<file path="config.mk">
export PLATFORM = sky130hd
export DESIGN_NAME = fir_xifu_ex
export DESIGN_NICKNAME = d
export VERILOG_FILES = /design/src/rtl/fir_xifu_ex.sv
export SDC_FILE = /design/constraint.sdc
export NUM_CORES = 2
export LEC_CHECK = 0
export ABC_AREA = 1
export BUFFER_PORTS_ARGS = -buffer_cell sky130_fd_sc_hd__buf_2
export CAP_MARGIN = 15
export CORE_AREA = 5 5 250 252
export DETAILED_ROUTE_END_ITERATION = 8
export DIE_AREA = 0 0 255 257
export PLACE_DENSITY = 0.68
export SYNTH_ARGS = -nofsm -noshare
export SYNTH_HDL_FRONTEND = slang
export SYNTH_SLANG_ARGS = --single-unit
</file>
<file path="constraint.sdc">
create_clock -name clk_i -period 11.3 [get_ports clk_i]
set_clock_uncertainty 0.1 [all_clocks]
set_input_delay 0.565 -clock clk_i [delete_from_list [all_inputs] [get_ports clk_i]]
set_output_delay 0.565 -clock clk_i [all_outputs]
set_load 0.05 [all_outputs]
</file>
<file path="src/rtl/fir_xifu_ex.sv">
// ---------------------------------------------------------------------------
// fir_xifu_ex
//
// Execute stage of the FIR XIF coprocessor unit. It sits between the
// decode/issue stage and the writeback stage and holds a single in-flight
// offloaded instruction:
//   XFIRDOTP : op_c + lo(a)*lo(b) + hi(a)*hi(b), all halves signed 16-bit
//   XFIRLW   : issues an XIF memory read at op_a, result = op_a + ADDR_INC
//   XFIRSW   : issues an XIF memory write of op_b at op_a, result as above
// Finished instructions go to writeback through a registered ex2wb bundle
// that honours backpressure from wb_ready_i.
//
// Instruction encoding (id2ex_instr_i / ex2wb_instr_o, 3 bits):
//   3'd0 INSTR_INVALID, 3'd1 XFIRLW, 3'd2 XFIRSW, 3'd3 XFIRDOTP,
//   every other code is unsupported and is never accepted.
//
// Configuration macro:
//   FIR_XIFU_DOTP_SAT_EN  defined   -> dot-product saturates to 32-bit signed
//                         undefined -> dot-product wraps modulo 2^32
//
// Ports:
//   clk_i, rst_ni        clock, asynchronous active-low reset
//   id2ex_*_i            instruction bundle from decode/issue (valid, instr,
//                        id, rd, rs1, op_a, op_b, op_c)
//   ready_o              EX can accept id2ex this cycle
//   xif_mem_valid_o      XIF memory request valid
//   xif_mem_ready_i      XIF memory request ready
//   xif_mem_req_*_o      XIF memory request fields (id, addr, we, be, size,
//                        wdata)
//   ex2wb_*_o            registered bundle to writeback (instr, id, rd, rs1,
//                        result)
//   wb_ready_i           writeback can accept a new ex2wb bundle
//   kill_i               per-id kill vector from the controller
// ---------------------------------------------------------------------------
module fir_xifu_ex #(
   parameter int unsigned X_ID_WIDTH = 4,
   parameter int unsigned ADDR_INC   = 4
) (
   input  logic                       clk_i,
   input  logic                       rst_ni,

   input  logic                       id2ex_valid_i,
   input  logic [2:0]                 id2ex_instr_i,
   input  logic [X_ID_WIDTH-1:0]      id2ex_id_i,
   input  logic [4:0]                 id2ex_rd_i,
   input  logic [4:0]                 id2ex_rs1_i,
   input  logic [31:0]                id2ex_op_a_i,
   input  logic [31:0]                id2ex_op_b_i,
   input  logic [31:0]                id2ex_op_c_i,
   output logic                       ready_o,

   output logic                       xif_mem_valid_o,
   input  logic                       xif_mem_ready_i,
   output logic [X_ID_WIDTH-1:0]      xif_mem_req_id_o,
   output logic [31:0]                xif_mem_req_addr_o,
   output logic                       xif_mem_req_we_o,
   output logic [3:0]                 xif_mem_req_be_o,
   output logic [2:0]                 xif_mem_req_size_o,
   output logic [31:0]                xif_mem_req_wdata_o,

   output logic [2:0]                 ex2wb_instr_o,
   output logic [X_ID_WIDTH-1:0]      ex2wb_id_o,
   output logic [4:0]                 ex2wb_rd_o,
   output logic [4:0]                 ex2wb_rs1_o,
   output logic [31:0]                ex2wb_result_o,
   input  logic                       wb_ready_i,

   input  logic [2**X_ID_WIDTH-1:0]   kill_i
);

   localparam logic [2:0] INSTR_INVALID = 3'd0;
   localparam logic [2:0] INSTR_LW      = 3'd1;
   localparam logic [2:0] INSTR_SW      = 3'd2;
   localparam logic [2:0] INSTR_DOTP    = 3'd3;

   // Stage register S
   logic                  sValid_q, sValid_d;
   logic [2:0]            sInstr_q, sInstr_d;
   logic [X_ID_WIDTH-1:0] sId_q, sId_d;
   logic [4:0]            sRd_q, sRd_d;
   logic [4:0]            sRs1_q, sRs1_d;
   logic [31:0]           sOpA_q, sOpA_d;
   logic [31:0]           sOpB_q, sOpB_d;
   logic [31:0]           sOpC_q, sOpC_d;
   logic                  memDone_q, memDone_d;

   // Writeback bundle register
   logic [2:0]            ex2wbInstr_q, ex2wbInstr_d;
   logic [X_ID_WIDTH-1:0] ex2wbId_q, ex2wbId_d;
   logic [4:0]            ex2wbRd_q, ex2wbRd_d;
   logic [4:0]            ex2wbRs1_q, ex2wbRs1_d;
   logic [31:0]           ex2wbResult_q, ex2wbResult_d;

   // Control
   logic                  instrSupported;
   logic                  sIsMem;
   logic                  sKilled;
   logic                  memValid;
   logic                  memHandshake;
   logic                  sDone;
   logic                  advance;
   logic                  ready;
   logic                  load;

   // Datapath
   logic signed [15:0]    aLo, aHi, bLo, bHi;
   logic signed [31:0]    prodLo, prodHi;
   logic [31:0]           dotpResult;
   logic [31:0]           memResult;
   logic [31:0]           result;

   // Handshake and flow control. A killed instruction gates its own memory
   // request low in the same cycle, so a coincident mem_ready can never
   // complete a transaction for it. Memory ops finish either on the live
   // handshake or on a handshake remembered from an earlier stalled cycle.
   always_comb begin
      instrSupported = (id2ex_instr_i == INSTR_LW) || (id2ex_instr_i == INSTR_SW) ||
                       (id2ex_instr_i == INSTR_DOTP);
      sIsMem         = (sInstr_q == INSTR_LW) || (sInstr_q == INSTR_SW);
      sKilled        = sValid_q & kill_i[sId_q];
      memValid       = sValid_q & sIsMem & ~memDone_q & ~sKilled;
      memHandshake   = memValid & xif_mem_ready_i;
      sDone          = sIsMem ? (memHandshake | memDone_q) : 1'b1;
      advance        = sValid_q & sDone & ~sKilled & wb_ready_i;
      ready          = ~sValid_q | (sDone & wb_ready_i) | sKilled;
      load           = id2ex_valid_i & instrSupported & ready;
   end

   // Packed 2x16 signed products. The low 32 bits of a 32x32 product of
   // sign-extended halves are the exact 16x16 signed product.
   always_comb begin
      aLo    = sOpA_q[15:0];
      aHi    = sOpA_q[31:16];
      bLo    = sOpB_q[15:0];
      bHi    = sOpB_q[31:16];
      prodLo = 32'(aLo) * 32'(bLo);
      prodHi = 32'(aHi) * 32'(bHi);
   end

`ifdef FIR_XIFU_DOTP_SAT_EN
   // Saturating build: the sum of three 32-bit signed terms fits in 34 bits;
   // it is representable in 32 bits exactly when bits [33:31] agree.
   logic signed [31:0] opCSigned;
   logic signed [33:0] dotpSum;

   always_comb begin
      opCSigned = sOpC_q;
      dotpSum   = 34'(opCSigned) + 34'(prodLo) + 34'(prodHi);
      if ((dotpSum[33:31] == 3'b000) || (dotpSum[33:31] == 3'b111)) begin
         dotpResult = dotpSum[31:0];
      end else if (dotpSum[33]) begin
         dotpResult = 32'h8000_0000;
      end else begin
         dotpResult = 32'h7FFF_FFFF;
      end
   end
`else
   // Wrapping build: the low 32 bits of the 34-bit sum equal a plain
   // modulo-2^32 sum, so the upper bits are never formed.
   always_comb begin
      dotpResult = sOpC_q + $unsigned(prodLo) + $unsigned(prodHi);
   end
`endif

   // Result selection; address post-increment wraps modulo 2^32.
   always_comb begin
      memResult = sOpA_q + 32'(ADDR_INC);
      result    = sIsMem ? memResult : dotpResult;
   end

   // Next state of S. Loading always starts a fresh memory op; leaving S
   // (advance or kill) forgets any remembered handshake; a handshake while
   // writeback stalls is remembered so no second request is issued.
   always_comb begin
      sValid_d  = sValid_q;
      sInstr_d  = sInstr_q;
      sId_d     = sId_q;
      sRd_d     = sRd_q;
      sRs1_d    = sRs1_q;
      sOpA_d    = sOpA_q;
      sOpB_d    = sOpB_q;
      sOpC_d    = sOpC_q;
      memDone_d = memDone_q;
      if (load) begin
         sValid_d  = 1'b1;
         sInstr_d  = id2ex_instr_i;
         sId_d     = id2ex_id_i;
         sRd_d     = id2ex_rd_i;
         sRs1_d    = id2ex_rs1_i;
         sOpA_d    = id2ex_op_a_i;
         sOpB_d    = id2ex_op_b_i;
         sOpC_d    = id2ex_op_c_i;
         memDone_d = 1'b0;
      end else if (advance || sKilled) begin
         sValid_d  = 1'b0;
         memDone_d = 1'b0;
      end else if (memHandshake) begin
         memDone_d = 1'b1;
      end
   end

   // Next state of the writeback bundle. It only changes when writeback is
   // ready; with nothing advancing, only instr drops to INSTR_INVALID.
   always_comb begin
      ex2wbInstr_d  = ex2wbInstr_q;
      ex2wbId_d     = ex2wbId_q;
      ex2wbRd_d     = ex2wbRd_q;
      ex2wbRs1_d    = ex2wbRs1_q;
      ex2wbResult_d = ex2wbResult_q;
      if (advance) begin
         ex2wbInstr_d  = sInstr_q;
         ex2wbId_d     = sId_q;
         ex2wbRd_d     = sRd_q;
         ex2wbRs1_d    = sRs1_q;
         ex2wbResult_d = result;
      end else if (wb_ready_i) begin
         ex2wbInstr_d  = INSTR_INVALID;
      end
   end

   // State registers
   always_ff @(posedge clk_i or negedge rst_ni) begin
      if (!rst_ni) begin
         sValid_q      <= 1'b0;
         sInstr_q      <= INSTR_INVALID;
         sId_q         <= '0;
         sRd_q         <= '0;
         sRs1_q        <= '0;
         sOpA_q        <= '0;
         sOpB_q        <= '0;
         sOpC_q        <= '0;
         memDone_q     <= 1'b0;
         ex2wbInstr_q  <= INSTR_INVALID;
         ex2wbId_q     <= '0;
         ex2wbRd_q     <= '0;
         ex2wbRs1_q    <= '0;
         ex2wbResult_q <= '0;
      end else begin
         sValid_q      <= sValid_d;
         sInstr_q      <= sInstr_d;
         sId_q         <= sId_d;
         sRd_q         <= sRd_d;
         sRs1_q        <= sRs1_d;
         sOpA_q        <= sOpA_d;
         sOpB_q        <= sOpB_d;
         sOpC_q        <= sOpC_d;
         memDone_q     <= memDone_d;
         ex2wbInstr_q  <= ex2wbInstr_d;
         ex2wbId_q     <= ex2wbId_d;
         ex2wbRd_q     <= ex2wbRd_d;
         ex2wbRs1_q    <= ex2wbRs1_d;
         ex2wbResult_q <= ex2wbResult_d;
      end
   end

   // Outputs. Request fields come straight from S, so they stay stable for
   // as long as the request is held.
   assign ready_o             = ready;
   assign xif_mem_valid_o     = memValid;
   assign xif_mem_req_id_o    = sId_q;
   assign xif_mem_req_addr_o  = sOpA_q;
   assign xif_mem_req_we_o    = (sInstr_q == INSTR_SW);
   assign xif_mem_req_be_o    = 4'hF;
   assign xif_mem_req_size_o  = 3'b010;
   assign xif_mem_req_wdata_o = (sInstr_q == INSTR_SW) ? sOpB_q : 32'h0;
   assign ex2wb_instr_o       = ex2wbInstr_q;
   assign ex2wb_id_o          = ex2wbId_q;
   assign ex2wb_rd_o          = ex2wbRd_q;
   assign ex2wb_rs1_o         = ex2wbRs1_q;
   assign ex2wb_result_o      = ex2wbResult_q;

endmodule

</file>
**After elaboration in Yosys (flattened, before gate mapping)**

Cells that the tools add are included.

- Input bits: 134
- Memory bits (writable): 0
- Output and inout bits: 127
- Register bits: 164
- Memories kept: 0
- Latch bits: 0
- Logic and storage cells: 61
- ROM bits: 0

- Equality and inequality tests: 5
- Reductions and logical operators: 7
- Multipliers: 2
- Bitwise gates (word level): 17
- Shifts and indexed selects: 0
- Order comparisons: 1
- Divide/modulo/power cells: 0
- Multiplexer cells: 12
- Add/sub/neg operators: 3

Operators by type and width:

| cell | count |
|---|---|
| $add 32x32->32 | 2 |
| $mul 16x16->32 | 2 |
| $mux 32 | 2 |
| $add 32x3->32 const B | 1 |
| $and 1x1->1 | 11 |
| $eq 3x2->1 const B | 3 |
| $mux 1 | 7 |
| $eq 3x1->1 const B | 2 |
| $mux 3 | 2 |
| $lt 4x5->1 const B | 1 |
| $bmux 1 s4 | 1 |
| $logic_or 1x1->1 | 4 |
| $reduce_bool 2->1 | 2 |
| $not 1->1 | 3 |
| $or 1x1->1 | 3 |
| $reduce_bool 3->1 | 1 |

**Depth between registers and ports, before layout**

- Word-level depth: 14
- Depth in mapped cells: 35

**Worst setup path after synthesis**

Ideal clock, no wire load.

- Kind: reg-to-reg
- Start: register sOpA_q[31], in the netlist xif_mem_req_addr_o[31]
- End: register ex2wbResult_q[20], in the netlist ex2wb_result_o[20]
- Path slack: 3.904 ns
- Stages on the path, launching flop included: 31
- Arrival: 7.178 ns
- Required time: 11.082 ns
- Library setup time: 0.118 ns
- Clock period less this slack: 7.396 ns
- Path buffers: 1
- Cell sequence: dfrtp_1 -> clkbuf_1 -> nand2_1 -> inv_1 -> fa_1 -> inv_1 -> fa_1 -> inv_1 -> fa_1 -> inv_1 -> fa_1 -> fa_1 -> inv_1 -> fa_1 -> fa_1 -> inv_1 -> fa_1 -> inv_1 -> ha_1 -> nand2_1 -> nor2_1 -> inv_1 -> nor3_1 -> a21oi_1 -> or2_2 -> nand2_1 -> nand2_1 -> nand3_1 -> nand2_1 -> nand2_1 -> nand2_1

- Longest elaborated chain between the ends: 3

Ends and longest elaborated chain:

| item | RTL line | text |
|---|---|---|
| start: declaration | 82 | `logic [31:0] sOpA_q, sOpA_d;` |
| start signal: assignment | 244 | `sOpA_q <= sOpA_d;` |
| $mul 16x16->32 | 137 | `prodHi = 32'(aHi) * 32'(bHi);` |
| $add 32x32->32 | 161 | `dotpResult = sOpC_q + $unsigned(prodLo) + $unsigned(prodHi);` |
| $mux 32 | 168 | `result = sIsMem ? memResult : dotpResult;` |
| end signal: assignment | 252 | `ex2wbResult_q <= ex2wbResult_d;` |
| end: declaration | 92 | `logic [31:0] ex2wbResult_q, ex2wbResult_d;` |

No other way between the ends.
A chain may end at the register's enable or synchronous reset.

**Worst setup path in the final report**

- Start: register sOpA_q[31], in the netlist xif_mem_req_addr_o[31]
- End: register ex2wbResult_q[25], in the netlist ex2wb_result_o[25]

The elaborated chain is that of the path after synthesis.

==> flow_metrics.py <==
metrics = {
    "synth": {
        "netlist_top_cells_area": "fa_1 42%, dfrtp_1 14%, inv_1 13%",
        "number_of_warnings_printed_during_yosys_synthesis": 0,
        "post_syn_area_per_cell_um2": 8.07,
        "post_synth_instance_area_um2": 29600,
        "postSynthCellCount": 3669,
        "synth.largest_area_cell": "fa_1",
        "synth-seq-cells": 164,
        "synth_cell_type_count": 43,
        "share_of_the_yosys_chip_area_belonging_to_registers_pct": 13.9,
        "post-synth-top-area-fraction_pct": 42.1,
    },
    "floorplanning": {
        "floorplan.die.height_um": 257,
        "core_area_um2": 59900,
        "dieWidth_um": 255,
        "die_area_um2": 65500,
        "initial_utilization_pct": 49.4,
        "row_count": 90,
        "floorplan.io_pins": 261,
    },
    "route": {
        "drt-initial-drc-count": 1665,
        "drc": 0,
        "routedWlPerCell_um": 17.9,
        "drtAntennaViolNets": 0,
        "via_per_inst": 5.05,
        "via_count": 23200,
        "drt-pass1-iter-count": 5,
        "drt_wl_total_um": 82600,
    },
    "layout": {
        "mostFrequentLayoutCell": "inv_1",
        "most-common-layout-cells": "1024 x inv_1, 995 x nand2_1, 622 x fa_1",
        "final_nets": 4703,
        "flow.area_growth_from_synthesis_pct": 8.10,
        "footprint_of_the_multi_input_gates_um2": 20800,
        "utilization_pct": 53.4,
        "final.fill_count": 5727,
        "sequential_cell_area_in_the_final_layout_um2": 4100,
        "final_layout_size_suffix_gt1_share_pct": 9.31,
    },
    "place": {
        "detailed_place_hpwl_um": 68000,
        "gpl.final_weighted_congestion": 0.923,
        "placement.io_buffers": 253,
    },
    "setup_path": {
        "cp_data_required_time_ns": 11.62,
        "slowest_delay_ns": 0.83,
        "cp_num_cells": 25,
        "start_kind": "register",
        "critical_path_peak_fanout": 18,
        "path_delay_family": "adder cells",
        "timing.reg2reg.worst_path_depth": 25,
        "cpMaxStageDelayCell": "nand2_1",
        "setup.reg_to_reg.worst_slack_ns": 3.20,
        "worstPathBufferInverterCount": 5,
        "cp_data_arrival_time_ns": 8.42,
        "worstSetupEndpointType": "register",
        "critical_path.most_common_cell": "fa_1",
        "setup.worst_path.class": "reg -> reg",
    },
    "cts": {
        "cts_setup_buffers": 0,
        "clk_pin_slew_ns": 0.08,
        "cts.sinks": 164,
        "cts_buffers": 17,
        "cts_repair_resize_count": 0,
        "ctsHtreeMaxLevel": 4,
        "clock_insertion_delay_worst_skew_ns": 0.48,
        "cts_root_buf": "clkbuf_16",
        "clock_path_buffers": 2,
        "cts_hold_repair.buffers": 0,
        "tritoncts": "yes",
    },
    "global_routing": {
        "number_of_global_route_vias_before_repair": 23800,
        "grt_max_degree": 92,
        "wire_length_of_the_first_global_routing_pass_um": 133000,
        "grt-ovfl-total": 0,
        "initial_antenna_violation_count": 1,
        "global_route_usage_sum_pct": 26.2,
    },
    "timing": {
        "finalCritPeriodShare_pct": 71.7,
        "worst_pin_slew_ns": 1.06,
        "layout_min_cycle_time_ns": 8.10,
        "max_freq_ghz": 0.123,
        "slew-limit-headroom_pct": 28.9,
        "final-hold-violation-count": 0,
        "grt_setup_unrepaired": "false",
        "final-max-slew-violation-count": 0,
        "final.setup.tns_ns": 0,
        "setup_viol_count_final": 0,
    },
    "status": {
        "status": "completed",
    },
    "job": {
        "max_cap_viol_count": 0,
    },
    "hold_path": {
        "holdCritPathClass": "in -> async",
    },
}
==> sequential cells by signal, indices dropped and copies added (netlist names) <==
| register | count |
|---|---|
| ex2wb_instr_o | 3 |
| ex2wb_rd_o | 5 |
| sInstr_q | 3 |
| sRd_q | 5 |
| ex2wb_id_o | 4 |
| ex2wb_rs1_o | 5 |
| xif_mem_req_addr_o | 32 |
| sRs1_q | 5 |
| sOpB_q | 32 |
| sOpC_q | 32 |
| memDone_q | 1 |
| ex2wb_result_o | 32 |
| sValid_q | 1 |
| xif_mem_req_id_o | 4 |
==> metal layers <==
layer / vias up / GRT usage (%) / share of wire [%]
met5: - / 0 / 0
met4: 0 / 10.4 / 4.6
met3: 138 / 3.48 / 6.1
li1: 10700 / - / -
met1: 11700 / 35.2 / 40
met2: 770 / 43.2 / 49
==> logic make-up after synthesis <==
group           synth area share [%]
xor+xnor                        1.04
flops                           13.9
other cells                   0.0254
compound gates                  2.83
simple gates                    18.2
buf+inv                         16.1
mux                           0.0677
fa+ha+maj                       47.9
==> worst paths after layout <==
check / endpoint / start
setup reg to reg: ex2wb_result_o[25]$_DFFE_PN0P_ / xif_mem_req_addr_o[31]$_DFFE_PN0P_
min in group clk_i: sOpB_q[6]$_DFFE_PN0P_ / id2ex_op_b_i[6]
setup / recovery: ex2wb_result_o[25]$_DFFE_PN0P_ / xif_mem_req_addr_o[31]$_DFFE_PN0P_
hold / removal: sOpB_q[30]$_DFFE_PN0P_ / rst_ni
hold reg to reg: ex2wb_rd_o[0]$_DFFE_PN0P_ / sRd_q[0]$_DFFE_PN0P_
max in group asynchronous: ex2wb_result_o[11]$_DFFE_PN0P_ / rst_ni
==> area by class of cell <==
cell class,instances,area share [%]
Multi-Input combinational cell,2293,64.9
Clock inverter,15,0.591
Inverter,1027,12.1
Tap cell,782,3.06
Timing Repair Buffer,307,5.25
Antenna cell,1,0.00782
Clock buffer,17,1.33
Sequential cell,164,12.8
==> synthesized netlist by cell type (all sizes together) <==
library cell / n
fa: 622
o31ai: 2
nor3: 19
dfrtp: 164
xor2: 21
a22oi: 1
o311ai: 1
o211ai: 6
inv: 1027
nand2: 997
a21oi: 52
ha: 137
mux2i: 2
a211oi: 2
a31oi: 1
o21a: 7
o21ai: 66
nand3: 171
or2: 3
nor4: 6
xnor2: 14
o22ai: 3
conb: 2
a21boi: 1
nand3b: 4
nor3b: 1
and2: 1
nor2: 125
a21o: 3
clkbuf: 73
buf: 117
o21bai: 4
nand4: 14
==> worst reg2reg max path, cell delays in order (launching register included) <==
cell     delay [ns]
dfrtp_1        0.79
nand2_1        0.84
fa_1           0.77
fa_1           0.57
inv_1          0.05
fa_1           0.47
inv_1          0.06
fa_1           0.53
inv_1          0.05
fa_1           0.49
fa_1           0.52
fa_1           0.50
inv_1          0.05
fa_1           0.47
inv_1          0.05
ha_1           0.34
a21oi_1        0.25
o21ai_0        0.12
a21oi_1        0.21
nand3_1        0.19
a21o_1         0.21
nand2_1        0.05
nand2_1        0.04
o21ai_0        0.18
nand2_1        0.07
nand2_1        0.08
==> metrics by stage <==
stage / cell area (µm²) / hold WS [ns] / instances / worst slack [ns]
after floorplan: 29600 / 0.169 / 3674 / 3.90
after global placement: 31400 / 0.349 / 4573 / 3.41
after detailed placement: 31400 / 0.351 / 4573 / 3.20
after CTS: 32000 / 0.102 / 4605 / 3.16
after global routing: 32000 / 0.151 / 4606 / 2.68
final: 32000 / 0.0854 / 4606 / 3.20
Power is left out: the tool's default activity adds up to more than one toggle a clock period on the data nets, which glitch-free logic cannot reach.
